`src/rtl/fp_normalizer.sv`:
```
// fp_normalizer: post-add normalize and repack stage of the FP adder.
// It takes the signed-magnitude mantissa sum and the shared alignment exponent,
// normalizes the sum, and packs an IEEE-754 style {sign, exponent, fraction} word.
// Truncation only; there is no rounding.
// Optional macro FP_NORM_FAST_EN: when defined, the left-normalize step uses a
// leading-zero count and finishes in one cycle instead of one bit per cycle.
module fp_normalizer #(
  parameter int EXP_W = 8,
  parameter int MAN_W = 23
) (
  input  logic                     clk,
  input  logic                     reset,
  input  logic                     in_valid,
  output logic                     in_ready,
  input  logic                     sign_in,
  input  logic [EXP_W-1:0]         exponent_in,
  input  logic [MAN_W+1:0]         mantissa_in,
  output logic                     out_valid,
  input  logic                     out_ready,
  output logic [EXP_W+MAN_W:0]     result,
  output logic                     overflow,
  output logic                     underflow
);

  typedef enum logic [1:0] {IDLE, EVAL, SHIFT, DONE} state_t;

  localparam logic [EXP_W-1:0] EXP_MAX   = '1;
  localparam logic [EXP_W-1:0] EXP_ZERO  = '0;
  localparam logic [MAN_W-1:0] FRAC_ZERO = '0;

  state_t                 state_q;
  logic                   in_ready_q;
  logic                   out_valid_q;
  logic [EXP_W+MAN_W:0]   result_q;
  logic                   ovf_q;
  logic                   unf_q;
  logic                   sign_q;
  logic [EXP_W-1:0]       exp_q;
  logic [MAN_W+1:0]       mant_q;

  logic [EXP_W-1:0]       expInc_d;
  logic [EXP_W-1:0]       expDec_d;

  // Exponent neighbours used by the carry and shift paths; wrap-around is
  // prevented by the all-ones and zero checks that guard their use.
  always_comb begin
    expInc_d = exp_q + EXP_W'(1);
    expDec_d = exp_q - EXP_W'(1);
  end

`ifdef FP_NORM_FAST_EN
  localparam int LZW = $clog2(MAN_W + 2);
  localparam int CW  = (EXP_W > LZW) ? EXP_W : LZW;

  // Count leading zeros from the hidden-bit position downwards.
  function automatic logic [CW-1:0] countLz(input logic [MAN_W:0] m);
    logic [CW-1:0] n;
    logic          found;
    n     = '0;
    found = 1'b0;
    for (int i = MAN_W; i >= 0; i--) begin
      if (!found) begin
        if (m[i]) found = 1'b1;
        else      n     = n + CW'(1);
      end
    end
    return n;
  endfunction

  logic [CW-1:0]    lzc_d;
  logic             shiftUnf_d;
  logic [MAN_W+1:0] shiftMant_d;
  logic [EXP_W-1:0] shiftExp_d;

  // One-shot normalization: if the exponent cannot absorb the whole shift,
  // the one-bit-per-cycle walk would hit exp==0 first, so flush instead.
  always_comb begin
    lzc_d       = countLz(mant_q[MAN_W:0]);
    shiftUnf_d  = (lzc_d >= CW'(exp_q));
    shiftMant_d = mant_q << lzc_d;
    shiftExp_d  = exp_q - EXP_W'(lzc_d);
  end
`endif

  // Control FSM with registered handshake, result and flag outputs.
  always_ff @(posedge clk) begin
    if (reset) begin
      state_q     <= IDLE;
      in_ready_q  <= 1'b1;
      out_valid_q <= 1'b0;
      result_q    <= '0;
      ovf_q       <= 1'b0;
      unf_q       <= 1'b0;
      sign_q      <= 1'b0;
      exp_q       <= '0;
      mant_q      <= '0;
    end else begin
      case (state_q)
        IDLE: begin
          if (in_valid && in_ready_q) begin
            sign_q     <= sign_in;
            exp_q      <= exponent_in;
            mant_q     <= mantissa_in;
            in_ready_q <= 1'b0;
            state_q    <= EVAL;
          end
        end

        EVAL: begin
          if (exp_q == EXP_MAX) begin
            result_q <= {sign_q, EXP_MAX, FRAC_ZERO};
            ovf_q    <= 1'b1;
            state_q  <= DONE;
          end else if (mant_q == '0) begin
            result_q <= {sign_q, EXP_ZERO, FRAC_ZERO};
            state_q  <= DONE;
          end else if (mant_q[MAN_W+1]) begin
            if (expInc_d == EXP_MAX) begin
              result_q <= {sign_q, EXP_MAX, FRAC_ZERO};
              ovf_q    <= 1'b1;
            end else begin
              result_q <= {sign_q, expInc_d, mant_q[MAN_W:1]};
            end
            state_q <= DONE;
          end else if (exp_q == EXP_ZERO) begin
            result_q <= {sign_q, EXP_ZERO, FRAC_ZERO};
            unf_q    <= 1'b1;
            state_q  <= DONE;
          end else if (mant_q[MAN_W]) begin
            result_q <= {sign_q, exp_q, mant_q[MAN_W-1:0]};
            state_q  <= DONE;
          end else begin
            state_q <= SHIFT;
          end
        end

        SHIFT: begin
`ifdef FP_NORM_FAST_EN
          if (shiftUnf_d) begin
            result_q <= {sign_q, EXP_ZERO, FRAC_ZERO};
            unf_q    <= 1'b1;
          end else begin
            result_q <= {sign_q, shiftExp_d, shiftMant_d[MAN_W-1:0]};
          end
          state_q <= DONE;
`else
          if (exp_q == EXP_ZERO) begin
            result_q <= {sign_q, EXP_ZERO, FRAC_ZERO};
            unf_q    <= 1'b1;
            state_q  <= DONE;
          end else if (mant_q[MAN_W]) begin
            result_q <= {sign_q, exp_q, mant_q[MAN_W-1:0]};
            state_q  <= DONE;
          end else begin
            mant_q <= mant_q << 1;
            exp_q  <= expDec_d;
          end
`endif
        end

        DONE: begin
          if (!out_valid_q) begin
            out_valid_q <= 1'b1;
          end else if (out_ready) begin
            out_valid_q <= 1'b0;
            ovf_q       <= 1'b0;
            unf_q       <= 1'b0;
            in_ready_q  <= 1'b1;
            state_q     <= IDLE;
          end
        end

        default: begin
          state_q    <= IDLE;
          in_ready_q <= 1'b1;
        end
      endcase
    end
  end

  assign in_ready  = in_ready_q;
  assign out_valid = out_valid_q;
  assign result    = result_q;
  assign overflow  = ovf_q;
  assign underflow = unf_q;

endmodule

```
`config.mk`:
```
export PLATFORM = sky130hd
export DESIGN_NAME = fp_normalizer
export DESIGN_NICKNAME = d
export VERILOG_FILES = /design/src/rtl/fp_normalizer.sv
export SDC_FILE = /design/constraint.sdc
export NUM_CORES = 1
export LEC_CHECK = 0
export CAP_MARGIN = 20
export CORE_UTILIZATION = 32
export CTS_CLUSTER_SIZE = 24
export DETAILED_ROUTE_END_ITERATION = 8
export PLACE_DENSITY_LB_ADDON = 0.25
export SLEW_MARGIN = 25
export SYNTH_ARGS = -nofsm -noshare
export SYNTH_HDL_FRONTEND = slang
export SYNTH_SLANG_ARGS = --single-unit
```
`constraint.sdc`:
```
create_clock -name clk -period 6.2 [get_ports clk]
set_input_delay 1.24 -clock clk [delete_from_list [all_inputs] [get_ports clk]]
set_output_delay 1.24 -clock clk [all_outputs]
set_load 0.02 [all_outputs]
```
Word level (Yosys, flattened, before mapping)
Cells that the tools add are included.
W data, S select, Z words.
- add/subtract/negate cells: 2
- equality and inequality tests: 17
- multiplexer cells: 44
- reductions and logical operators: 16
- operators with widths (cell ; count):
    $mux W32 ; 5
    $mux W25 ; 3
    $pmux W32 S2 ; 1
    $pmux W25 S2 ; 1
    $mux W31 ; 1
    $logic_not A25 Y1 ; 1
    $mux W8 ; 3
    $mux W1 ; 20
    $eq A8 B8 Y1 const B ; 2
    $ne A2 B2 Y1 const B ; 8
    $pmux W8 S2 ; 1
    $ne A3 B3 Y1 const B ; 4
    $reduce_and A4 Y1 ; 3
    $reduce_and A6 Y1 ; 2
    $mux W2 ; 5
    $add A8 B1 Y8 const B ; 1
    $logic_not A8 Y1 ; 1
    $pmux W2 S4 ; 1
    $reduce_bool A2 Y1 ; 4
    $sub A8 B1 Y8 const B ; 1
    $eq A2 B2 Y1 const B ; 2
    $pmux W1 S2 ; 2
    $pmux W1 S3 ; 1
    $reduce_and A3 Y1 ; 1
    other kinds (5) ; 5
- register bits: 72
- bits of input ports: 38
- output and inout port bits: 36
- word-level logic and storage cells: 89

Depth between registers and ports, before layout
- word-level depth: 7
- gate-level depth with buffers: 9
- depth with buffers taken out: 7

Worst setup path after synthesis
No wires, ideal clock.
- path type: input-to-reg
- from: in in_valid
- to: reg mant_q[10]
- setup time: 0.142 ns
- arrival: 2.402 ns
- setup slack: 3.655 ns
- cell stages on the path: 6
- buffers on the path: 2
- cell sequence: nand3_1 > o21ai_0 > a21boi_1 > buf_2 > buf_1 > a311oi_1
- word-level cells in the longest chain between the ends: 3
- ends and longest elaborated chain (element ; line ; source):
    start, declared ; 13 ; input logic in_valid,
    $logic_and A1 B1 Y1 ; 100 ; if (in_valid && in_ready_q) begin
    $ne A2 B2 Y1 (no source line) ; -- ;
    $reduce_and A4 Y1 (no source line) ; -- ;
    end signal, assigned ; 103 ; mant_q <= mantissa_in;
    end signal, assigned ; 155 ; mant_q <= mant_q << 1;
    end, declared ; 39 ; logic [MAN_W+1:0] mant_q;
Every way passes these cells.
A chain may end at the register's enable or synchronous reset.

==> metrics.txt <==
drt via density=about 5.6; hold_ws=480 ps; Max-Cap Viols=0; clock skew=8.69 ps; n_diodes=0; RSZ-0062 raised after global routing=false; sequential-to-total area share from yosys stat=0.346; Pleak=2.01 nW; routed wl met2=5660 um; Main synth FF type=dfxtp_1; Port Buffers=73; CTS H-tree depth=3; total wire length=about 13000 um; setup violators final=0; Critical Path RT=6480 ps; drt initial violations=288; f_max=just under 300 MHz; die width=116 um; drt pass-1 iters=5; Starting Density=0.329; Placed Cells=708; Area Growth Syn to Fin=26.5%; Synth cell types=63; first-pass GRT wire length=~20000 um; gpl congestion=0.847; setup slack, reg-to-reg=approximately 3300 ps; clock slew at reported path FFs=about 60 ps; worst setup path class=in -> reg; deepest clock path buffer count=2; Post-Syn Area=approximately 4200 um2; DR WL/cell=between 15 and 20 um; Core Area=12700 um2; Rel. slew slack=0.327; vias in the first global route=3819; crit path max fanout=52; Avg Cell Area, Syn=approximately 8.3 um2; Util after Layout=0.416; Synth warnings=0; Final period util=0.555; Clock Tree Root=clkbuf_16; Post-synth EDFFs=0; power per cell area=477 nW/um2; CTS resizes=0; IO Pins=74; largest net degree at the start of global routing=a little under 60; total CTS buffers=9; Rows=41; layout cells sized above 1=0.0996; Post-synth ARST share=0; Detail Route Antenna Nets=0; Setup crit start kind=primary input; CTS sink cnt=72; antenna violations before repair=0; Arr. time, crit path=3720 ps; metal3 WL=835 um; VDD IR max=0.000239 V; DRC viols=0; status=completed; cell count after synthesis=501; die height=116 um; setup_tns=0 ps; critical path endpoint category=flip-flop; top layer in use=met4; total congestion overflow=0; met1 wire length=5840 um; Hold Vio Cnt, Final=0; Final min period=3440 ps; worst slew pin tran=approximately 1000 ps; clock insertion delay at the later pin of the skew report=340 ps; via count=4076; cts hold-fix bufs=0; fill cell count=1284; setup repair bufs after CTS=0; GRT Total Usage=0.191; syn nets=about 550; Hold Path Class=reg -> reg; Pins Over Slew Limit=0; Yosys reg bits=72; dpl hpwl=8370 um; CTS tree=yes; non-filler instance count after layout=724; nets=592; Die Footprint=13500 um2
[flip-flops by register name (all words and copies together), names as in the netlist]
register / count
out_valid: 1
overflow: 1
state_q: 2
sign_q: 1
mant_q: 25
exp_q: 8
result: 32
underflow: 1
in_ready: 1
[cells by family after synthesis]
family,after synthesis,synth area share
and+or+nand+nor,189,0.223
AOI/OAI and AO/OA,139,0.249
DFF,72,0.346
buffers and inverters,54,0.0580
muxes,36,0.0943
adders and majority gates,7,0.0210
xor gates and xnor gates,4,0.00841
[power breakdown]
| part | switching (mW) | total, mW | internal [mW] | leakage (nW) |
|---|---|---|---|---|
| logic | 0.743 | 1.19 | 0.448 | 1.28 |
| clock network | 0.213 | 0.527 | 0.314 | 0.143 |
| registers | 0.205 | 0.795 | 0.590 | 0.588 |
| total | 1.16 | 2.51 | 1.35 | 2.01 |
[cells in the mapped netlist (4+ instances only)]
cell type | count | area share
a311oi_1 | 27 | 0.057
nand3_1 | 32 | 0.038
a22oi_1 | 4 | 0.0072
nand2b_1 | 5 | 0.0075
buf_2 | 4 | 0.0048
buf_1 | 5 | 0.0045
nor4_1 | 8 | 0.012
o21ai_0 | 16 | 0.019
nor3_1 | 10 | 0.012
a221o_1 | 19 | 0.046
inv_1 | 10 | 0.0090
nor2_1 | 47 | 0.042
a211oi_1 | 8 | 0.014
o22ai_1 | 7 | 0.011
clkbuf_1 | 30 | 0.027
dfxtp_1 | 72 | 0.35
a31oi_1 | 4 | 0.0060
mux2_2 | 26 | 0.070
nand2_1 | 44 | 0.040
a21oi_1 | 24 | 0.029
mux2i_1 | 10 | 0.024
ha_1 | 7 | 0.021
and3_1 | 24 | 0.036
[routing by layer]
metal / vias up / global-route usage
met2: 145 / 0.294
met1: 1928 / 0.260
met4: 0 / 0.0641
li1: 1989 / -
met5: - / 0
met3: 14 / 0.0462
[stage by stage]
| step | area [um2] | power, mW | setup slack (ps) |
|---|---|---|---|
| after floorplan | 4170 | 1.61 | 3660 |
| after global placement | 4970 | 1.95 | 2520 |
| after detailed placement | 4970 | 1.98 | 2450 |
| after CTS | 5260 | 2.51 | 2800 |
| after global routing | 5270 | 2.69 | 2570 |
| final | 5270 | 2.51 | 2760 |
[worst paths after layout]
kind / startpoint / end / cells past startpoint
max reg2reg: mant_q[23] / exp_q[7] / 6
max: reset / result[18] / 6
min: sign_q / result[31] / 2
min reg2reg: sign_q / result[31] / 2
[worst max-delay path, cell delays in order]
cell and delay [ps]:
clkdlybuf4s50_1 390, buf_4 300, nand2b_1 310, a311oi_1 400, o311a_1 770, a221o_1 270
[cell type report]
class,count,area [um2],area share
Timing Repair Buffer,78,768,0.146
Clock buffer,10,229,0.0435
Sequential cell,72,1440,0.274
Tap cell,172,215,0.0408
Multi-Input combinational cell,375,2500,0.475
Inverter,11,41.3,0.00784
Clock inverter,6,68.8,0.0131
[cell usage in the layout, fill, tap and decap left out, types with 3 or more instances in the layout]
master and n:
a211oi_1 8, a21oi_1 24, a221o_1 19, a22oi_1 4
a311oi_1 27, a31oi_1 4, and3_1 24, buf_4 5
clkbuf_16 9, clkdlybuf4s50_1 73, dfxtp_1 72, ha_1 7
inv_1 9, mux2_2 26, mux2i_1 10, nand2_1 44
nand2b_1 5, nand3_1 32, nand4_1 3, nor2_1 45
nor2b_1 3, nor3_1 10, nor4_1 8, o21a_1 3
o21ai_0 16, o22ai_1 7, o31ai_1 3, xnor2_1 3
No activity file was read; power rests on OpenSTA's default activity.
